## src/rtl/maj_net_pkg.sv

```systemverilog
// Shared types and constants for the time-shared majority-network sweep engine.
package maj_net_pkg;

    localparam int NVARS = 7;
    localparam int SELW  = 4;

    localparam logic [SELW-1:0] SEL_CONST0 = 4'd0;
    localparam logic [SELW-1:0] SEL_X0     = 4'd1;
    localparam logic [SELW-1:0] SEL_W0     = 4'd8;

    typedef enum logic [1:0] {
        IDLE,
        EVAL,
        DONE
    } state_t;

    typedef struct packed {
        logic            inv;
        logic [SELW-1:0] sel;
    } operand_t;

    // op0 sits in the low bits of the program word
    typedef struct packed {
        operand_t op2;
        operand_t op1;
        operand_t op0;
    } gate_instr_t;

    function automatic logic [3:0] clamp_gates(input logic [3:0] cfg, input int ngates);
        if (cfg == 4'd0) begin
            return 4'd1;
        end
        if (int'(cfg) > ngates) begin
            return 4'(ngates);
        end
        return cfg;
    endfunction

endpackage

```

## src/rtl/maj3_unit.sv

```systemverilog
// Shared combinational datapath: three operand muxes with optional inversion feeding
// one 3-input majority gate.
module maj3_unit
    import maj_net_pkg::*;
#(
    parameter int NGATES = 8,
    parameter int GW     = 3
) (
    input  logic [NVARS-1:0]  vec,
    input  gate_instr_t       instr,
    input  logic [NGATES-1:0] wres,
    input  logic [GW-1:0]     gate_idx,
    output logic              result
);

    // Gate results reachable through the 4-bit select field.
    localparam int WMAX = (NGATES < (1 << SELW) - int'(SEL_W0)) ? NGATES
                                                                : (1 << SELW) - int'(SEL_W0);

    operand_t   ops [3];
    logic [2:0] opv;

    assign ops[0] = instr.op0;
    assign ops[1] = instr.op1;
    assign ops[2] = instr.op2;

    generate
        for (genvar gi = 0; gi < 3; gi++) begin : g_op
            logic raw;

            always_comb begin
                raw = 1'b0;
                if (ops[gi].sel != SEL_CONST0) begin
                    for (int j = 0; j < NVARS; j++) begin
                        if (ops[gi].sel == SELW'(int'(SEL_X0) + j)) begin
                            raw = vec[j];
                        end
                    end
                    // Only gates already evaluated for this vector are visible.
                    for (int j = 0; j < WMAX; j++) begin
                        if (ops[gi].sel == SELW'(int'(SEL_W0) + j) && j < int'(gate_idx)) begin
                            raw = wres[j];
                        end
                    end
                end
            end

            assign opv[gi] = raw ^ ops[gi].inv;
        end
    endgenerate

    assign result = (opv[0] & opv[1]) | (opv[0] & opv[2]) | (opv[1] & opv[2]);

endmodule

```

## src/rtl/maj_net_sweep_ctrl.sv

```systemverilog
// Sweeps all 128 input vectors through a programmable majority network, one gate per
// cycle on a single shared maj3_unit, and publishes the resulting truth table.
module maj_net_sweep_ctrl
    import maj_net_pkg::*;
#(
    parameter int NGATES = 8
) (
    input  logic                      clk,
    input  logic                      rst_n,
    input  logic                      prog_we,
    input  logic [$clog2(NGATES)-1:0] prog_addr,
    input  logic [14:0]               prog_wdata,
    input  logic [3:0]                cfg_num_gates,
    input  logic                      start,
    output logic                      busy,
    output logic                      done,
    output logic                      tt_valid,
    output logic [127:0]              tt_out
);

    localparam int GW = $clog2(NGATES);
    localparam int TT = 2 ** NVARS;

    state_t            state_reg, state_next;
    gate_instr_t       prog_mem [NGATES];
    logic [NGATES-1:0] wreg_reg;
    logic [TT-1:0]     shadow_reg, shadow_next, tt_out_reg;
    logic [NVARS-1:0]  vec_reg;
    logic [GW-1:0]     g_reg;
    logic [3:0]        n_reg;
    logic              tt_valid_reg;
    logic              result, last_gate, last_vec;

    maj3_unit #(
        .NGATES (NGATES),
        .GW     (GW)
    ) u_maj3 (
        .vec      (vec_reg),
        .instr    (prog_mem[g_reg]),
        .wres     (wreg_reg),
        .gate_idx (g_reg),
        .result   (result)
    );

    assign last_gate = (4'(g_reg) == n_reg - 4'd1);
    assign last_vec  = &vec_reg;

    // Final table bit is merged here so tt_out is already complete during the done cycle.
    always_comb begin
        shadow_next          = shadow_reg;
        shadow_next[vec_reg] = result;
    end

    always_comb begin
        state_next = state_reg;
        case (state_reg)
            IDLE:    if (start) state_next = EVAL;
            EVAL:    if (last_gate && last_vec) state_next = DONE;
            DONE:    state_next = IDLE;
            default: state_next = IDLE;
        endcase
    end

    always_ff @(posedge clk or negedge rst_n) begin
        if (!rst_n) begin
            state_reg    <= IDLE;
            wreg_reg     <= '0;
            shadow_reg   <= '0;
            tt_out_reg   <= '0;
            vec_reg      <= '0;
            g_reg        <= '0;
            n_reg        <= '0;
            tt_valid_reg <= 1'b0;
            for (int i = 0; i < NGATES; i++) begin
                prog_mem[i] <= '0;
            end
        end else begin
            state_reg <= state_next;
            if (prog_we && state_reg == IDLE && int'(prog_addr) < NGATES) begin
                prog_mem[prog_addr] <= gate_instr_t'(prog_wdata);
            end
            case (state_reg)
                IDLE: begin
                    if (start) begin
                        n_reg        <= clamp_gates(cfg_num_gates, NGATES);
                        vec_reg      <= '0;
                        g_reg        <= '0;
                        tt_valid_reg <= 1'b0;
                    end
                end
                EVAL: begin
                    wreg_reg[g_reg] <= result;
                    if (last_gate) begin
                        shadow_reg <= shadow_next;
                        g_reg      <= '0;
                        vec_reg    <= vec_reg + 1'b1;
                        if (last_vec) begin
                            tt_out_reg   <= shadow_next;
                            tt_valid_reg <= 1'b1;
                        end
                    end else begin
                        g_reg <= g_reg + 1'b1;
                    end
                end
                default: ;
            endcase
        end
    end

    assign busy     = (state_reg != IDLE);
    assign done     = (state_reg == DONE);
    assign tt_valid = tt_valid_reg;
    assign tt_out   = tt_out_reg;

endmodule

```

## config.mk

```make
export PLATFORM = sky130hd
export DESIGN_NAME = maj_net_sweep_ctrl
export DESIGN_NICKNAME = d
export VERILOG_FILES = /design/src/rtl/maj_net_pkg.sv /design/src/rtl/maj3_unit.sv /design/src/rtl/maj_net_sweep_ctrl.sv
export SDC_FILE = /design/constraint.sdc
export NUM_CORES = 1
export LEC_CHECK = 0
export ABC_AREA = 1
export BUFFER_PORTS_ARGS = -buffer_cell sky130_fd_sc_hd__clkbuf_2
export CORE_UTILIZATION = 35
export CTS_BUF_LIST = sky130_fd_sc_hd__clkbuf_8
export CTS_CLUSTER_DIAMETER = 200
export DETAILED_ROUTE_END_ITERATION = 10
export MAX_ROUTING_LAYER = met4
export PLACE_DENSITY = 0.6
export SLEW_MARGIN = 20
export SYNTH_ARGS = -nofsm -noshare
export SYNTH_HDL_FRONTEND = slang
export SYNTH_HIERARCHICAL = 1
export SYNTH_SLANG_ARGS = --single-unit
export TNS_END_PERCENT = 50
```

## constraint.sdc

```tcl
create_clock -name clk -period 7.25 [get_ports clk]
set_input_delay 0.725 -clock clk [delete_from_list [all_inputs] [get_ports clk]]
set_output_delay 0.725 -clock clk [all_outputs]
set_load 0.02 [all_outputs]
```

==> impl_summary.log <==
[metrics] GR Overflow Total: 0
[metrics] average wire per cell in the routed design: around 17 um
[metrics] reg2reg end: shadow_reg[30]$_DFFE_PN0P_
[metrics] area delta synth->final: 14.6%
[metrics] DR pass1 iterations: 8
[metrics] R2R Setup Slk: ~1.7 ns
[metrics] part of the total power dissipated in the clock network: 0.349
[metrics] time the final worst path needs with I/O delays and setup: ~5.5 ns
[metrics] final core utilization: 0.407
[metrics] routed via count: roughly 17000
[metrics] standby leakage power: 11.1 nW
[metrics] mapped cell area: 18700 sq um
[metrics] count of port buffers added during placement: 156
[metrics] grt met3 use: 0.0350
[metrics] post-route DRC violation count: 34
[metrics] startpoint of the worst register-to-register path: g_reg[1]$_DFFE_PN0P_
[metrics] slew at the pin closest to its max-slew limit: roughly 1.1 ns
[metrics] required time reported for the critical path endpoint: around 8 ns
[metrics] proportion of total power due to net switching: 0.371
[metrics] most used routing layer in global routing: met2
[metrics] proportion of power drawn by combinational gates: 0.237
[metrics] Worst setup SP type: flop
[metrics] number of buffers on the longest clock path: 3
[metrics] Hold-fix buffers, CTS: 0
[metrics] number of placed I/O pins: 157
[metrics] net count after synthesis: ~2500
[metrics] power density over the cells: 274 nW/um^2
[metrics] status: complete, but fails checks
[metrics] starting density of the core: 0.355
[metrics] antenna violation net count after detailed routing: 0
[metrics] Cell Rows: 84
[metrics] synthesized instance count: about 2400
[metrics] maximum achievable frequency: about 180 MHz
[metrics] combined flip-flop and latch cell area: 10000 sq um
[metrics] setup-violating endpoint count in the final report: 0
[metrics] RSZ-0062 raised after global routing: no
[metrics] die area: 54500 sq um
[metrics] grt met2 use: 0.334
[metrics] total negative setup slack: 0 ns
[metrics] count of nets after finishing: 2579
[metrics] Hold WC Path Type: primary input to async pin
[metrics] vias in the first global route: roughly 16000
[metrics] endpoint kind of the worst setup timing path: flop
[metrics] clock tree from TritonCTS: yes
[metrics] wire length after detailed routing: 57400 um
[metrics] GRT Resource Usage Total: 0.219
[metrics] fin crit share: 0.759
[metrics] number of maximum-capacitance constraint violations: 0
[metrics] Post-CTS Setup Bufs: 0
[metrics] area of the placeable core: around 53000 sq um
[metrics] internal power: around 0.0037 W
[metrics] clock sinks: 400
[metrics] met1 Track Usage GR: 0.293
[metrics] data arrival time at the worst-slack endpoint: ~6.1 ns
[metrics] relative slew slack: 0.237
[metrics] violated checks: DRC
[metrics] root buffer selected by CTS: sky130_fd_sc_hd__clkbuf_8
[metrics] Detail Placement HPWL: 35100 um
[metrics] area of the multi-input gates: a little under 8000 sq um
[metrics] clock slew at the register clock pins of the worst setup and hold paths: approximately 0.060 ns
[metrics] number of violations reported at the end of detailed-routing iteration 0: approximately 1500
[metrics] Max Transition Viols Final: 0
[metrics] Via-to-Cell Ratio: around 5.1
[metrics] share of post-route cells with drive strength above 1: 0.120
[metrics] maximum vdd drop: ~0.21 mV
[metrics] RD Place Congestion: about 0.84
[metrics] Final Skew: ~0.027 ns
[metrics] Post-CTS Resized: 0
[metrics] global-route wire length before repair: about 91000 um
[metrics] Layout fillers: 5360
[metrics] cells on worst reg2reg path: 25
[metrics] start-to-end type of the worst setup path: flop to flop
[metrics] Clk Latency, worst-skew pair: 0.66 ns
[metrics] largest net degree at the start of global routing: around 160
[metrics] CTS H-tree depth: 3
[metrics] syn_area_per_cell: just under 8 sq um
[metrics] final hold vios: 0
[metrics] crit path max fanout: 77
[metrics] initial antenna violation count: 1
[metrics] number of warnings reported in the yosys synthesis log: 6
[metrics] worst setup path startpoint: g_reg[1]$_DFFE_PN0P_
[metrics] net switching power of the design: 0.00219 W
[metrics] number of buffers inserted during clock tree synthesis: 72
[metrics] share of power burned in registers: 0.414
[metrics] chip height: 233 um
[metrics] horizontal die dimension: about 230 um
[metrics] CP Capture Point: shadow_reg[30]$_DFFE_PN0P_
[per-layer routing]
metal	share of wire	vias up	wire (um)
li1	-	8068	-
met1	0.46	8134	26300
met2	0.47	478	26700
met3	0.054	96	3130
met4	0.023	0	1320
met5	0	-	0
[worst max-delay path: stages, from the launching register on]
cell and delay (ns):
sky130_fd_sc_hd__dfrtp_1 0.60, sky130_fd_sc_hd__clkinv_1 0.34, sky130_fd_sc_hd__nand3_1 0.18, sky130_fd_sc_hd__clkinv_1 0.61, sky130_fd_sc_hd__nand2_1 0.23, sky130_fd_sc_hd__o211ai_1 0.11
sky130_fd_sc_hd__a21oi_1 0.20, sky130_fd_sc_hd__nand4_1 0.37, sky130_fd_sc_hd__o21ai_0 0.28, sky130_fd_sc_hd__nand2_1 0.08, sky130_fd_sc_hd__nand2_1 0.06, sky130_fd_sc_hd__nand2_1 0.04
sky130_fd_sc_hd__nand3_1 0.08, sky130_fd_sc_hd__nand4_1 0.09, sky130_fd_sc_hd__nor2_1 0.09, sky130_fd_sc_hd__nand3_1 0.12, sky130_fd_sc_hd__nand2_1 0.11, sky130_fd_sc_hd__nand2_1 0.05
sky130_fd_sc_hd__nand2_1 0.07, sky130_fd_sc_hd__nor2_1 0.04, sky130_fd_sc_hd__a21oi_1 0.37, sky130_fd_sc_hd__inv_4 0.38, sky130_fd_sc_hd__buf_12 0.33, sky130_fd_sc_hd__o21ai_0 0.28
sky130_fd_sc_hd__nand3_1 0.12, sky130_fd_sc_hd__nand2_1 0.11
[layout by cell type (no fill, tap or decap), types with 64 or more instances in the layout]
cell type and count:
sky130_fd_sc_hd__dfrtp_1 400, sky130_fd_sc_hd__o21ai_0 239, sky130_fd_sc_hd__nand3_1 168, sky130_fd_sc_hd__clkbuf_8 88
sky130_fd_sc_hd__inv_1 128, sky130_fd_sc_hd__a21oi_1 64, sky130_fd_sc_hd__nand2_1 1082, sky130_fd_sc_hd__clkbuf_2 155
sky130_fd_sc_hd__nor2_1 83
[stage by stage]
stage                     power, W  cell area, sq um  instances  setup slack (ns)  hold slack [ns]
after floorplan            0.00328             18700       2431              3.55            0.429
after detailed placement   0.00384             20100       3161              1.82            0.459
after CTS                  0.00592             21400       3281              1.77            0.107
final                      0.00589             21500       3285              1.75            0.104
after global placement     0.00382             20000       3160              1.91            0.453
after global routing       0.00619             21500       3285              1.07            0.148
[power groups by stage]
| stage | combinational [W] | sequential (W) | clock (W) |
|---|---|---|---|
| 2_1_floorplan | 0.000888 | 0.00239 | 0 |
| 3_3_place_gp | 0.00135 | 0.00247 | 0 |
| 3_5_place_dp | 0.00137 | 0.00247 | 0 |
| 4_1_cts | 0.00137 | 0.00243 | 0.00211 |
| 5_1_grt | 0.00153 | 0.00245 | 0.00221 |
| 6_report | 0.00140 | 0.00244 | 0.00206 |
[cell type report]
type,instances,share of cell area
clock inverters,32,0.00740
repair buffers,182,0.0485
inverters,126,0.0223
diodes,1,0.000117
clock buffers,88,0.0564
well taps,688,0.0401
multi-input cells,1768,0.359
flip-flops and latches,400,0.466
[how the worst min path moves through the flow]
stage | cells past startpoint | slack [ns] | end | start
after floorplan | 0 | 0.43 | g_reg[0]$_DFFE_PN0P_ | rst_n
after global routing | 1 | 0.15 | tt_out[82]$_DFFE_PN0P_ | rst_n
after global placement | 2 | 0.45 | shadow_reg[71]$_DFFE_PN0P_ | shadow_reg[71]$_DFFE_PN0P_
final | 1 | 0.10 | tt_out[82]$_DFFE_PN0P_ | rst_n
after CTS | 1 | 0.11 | shadow_reg[75]$_DFFE_PN0P_ | rst_n
after detailed placement | 2 | 0.46 | shadow_reg[98]$_DFFE_PN0P_ | shadow_reg[98]$_DFFE_PN0P_
Power figures use the tool's default switching activity.
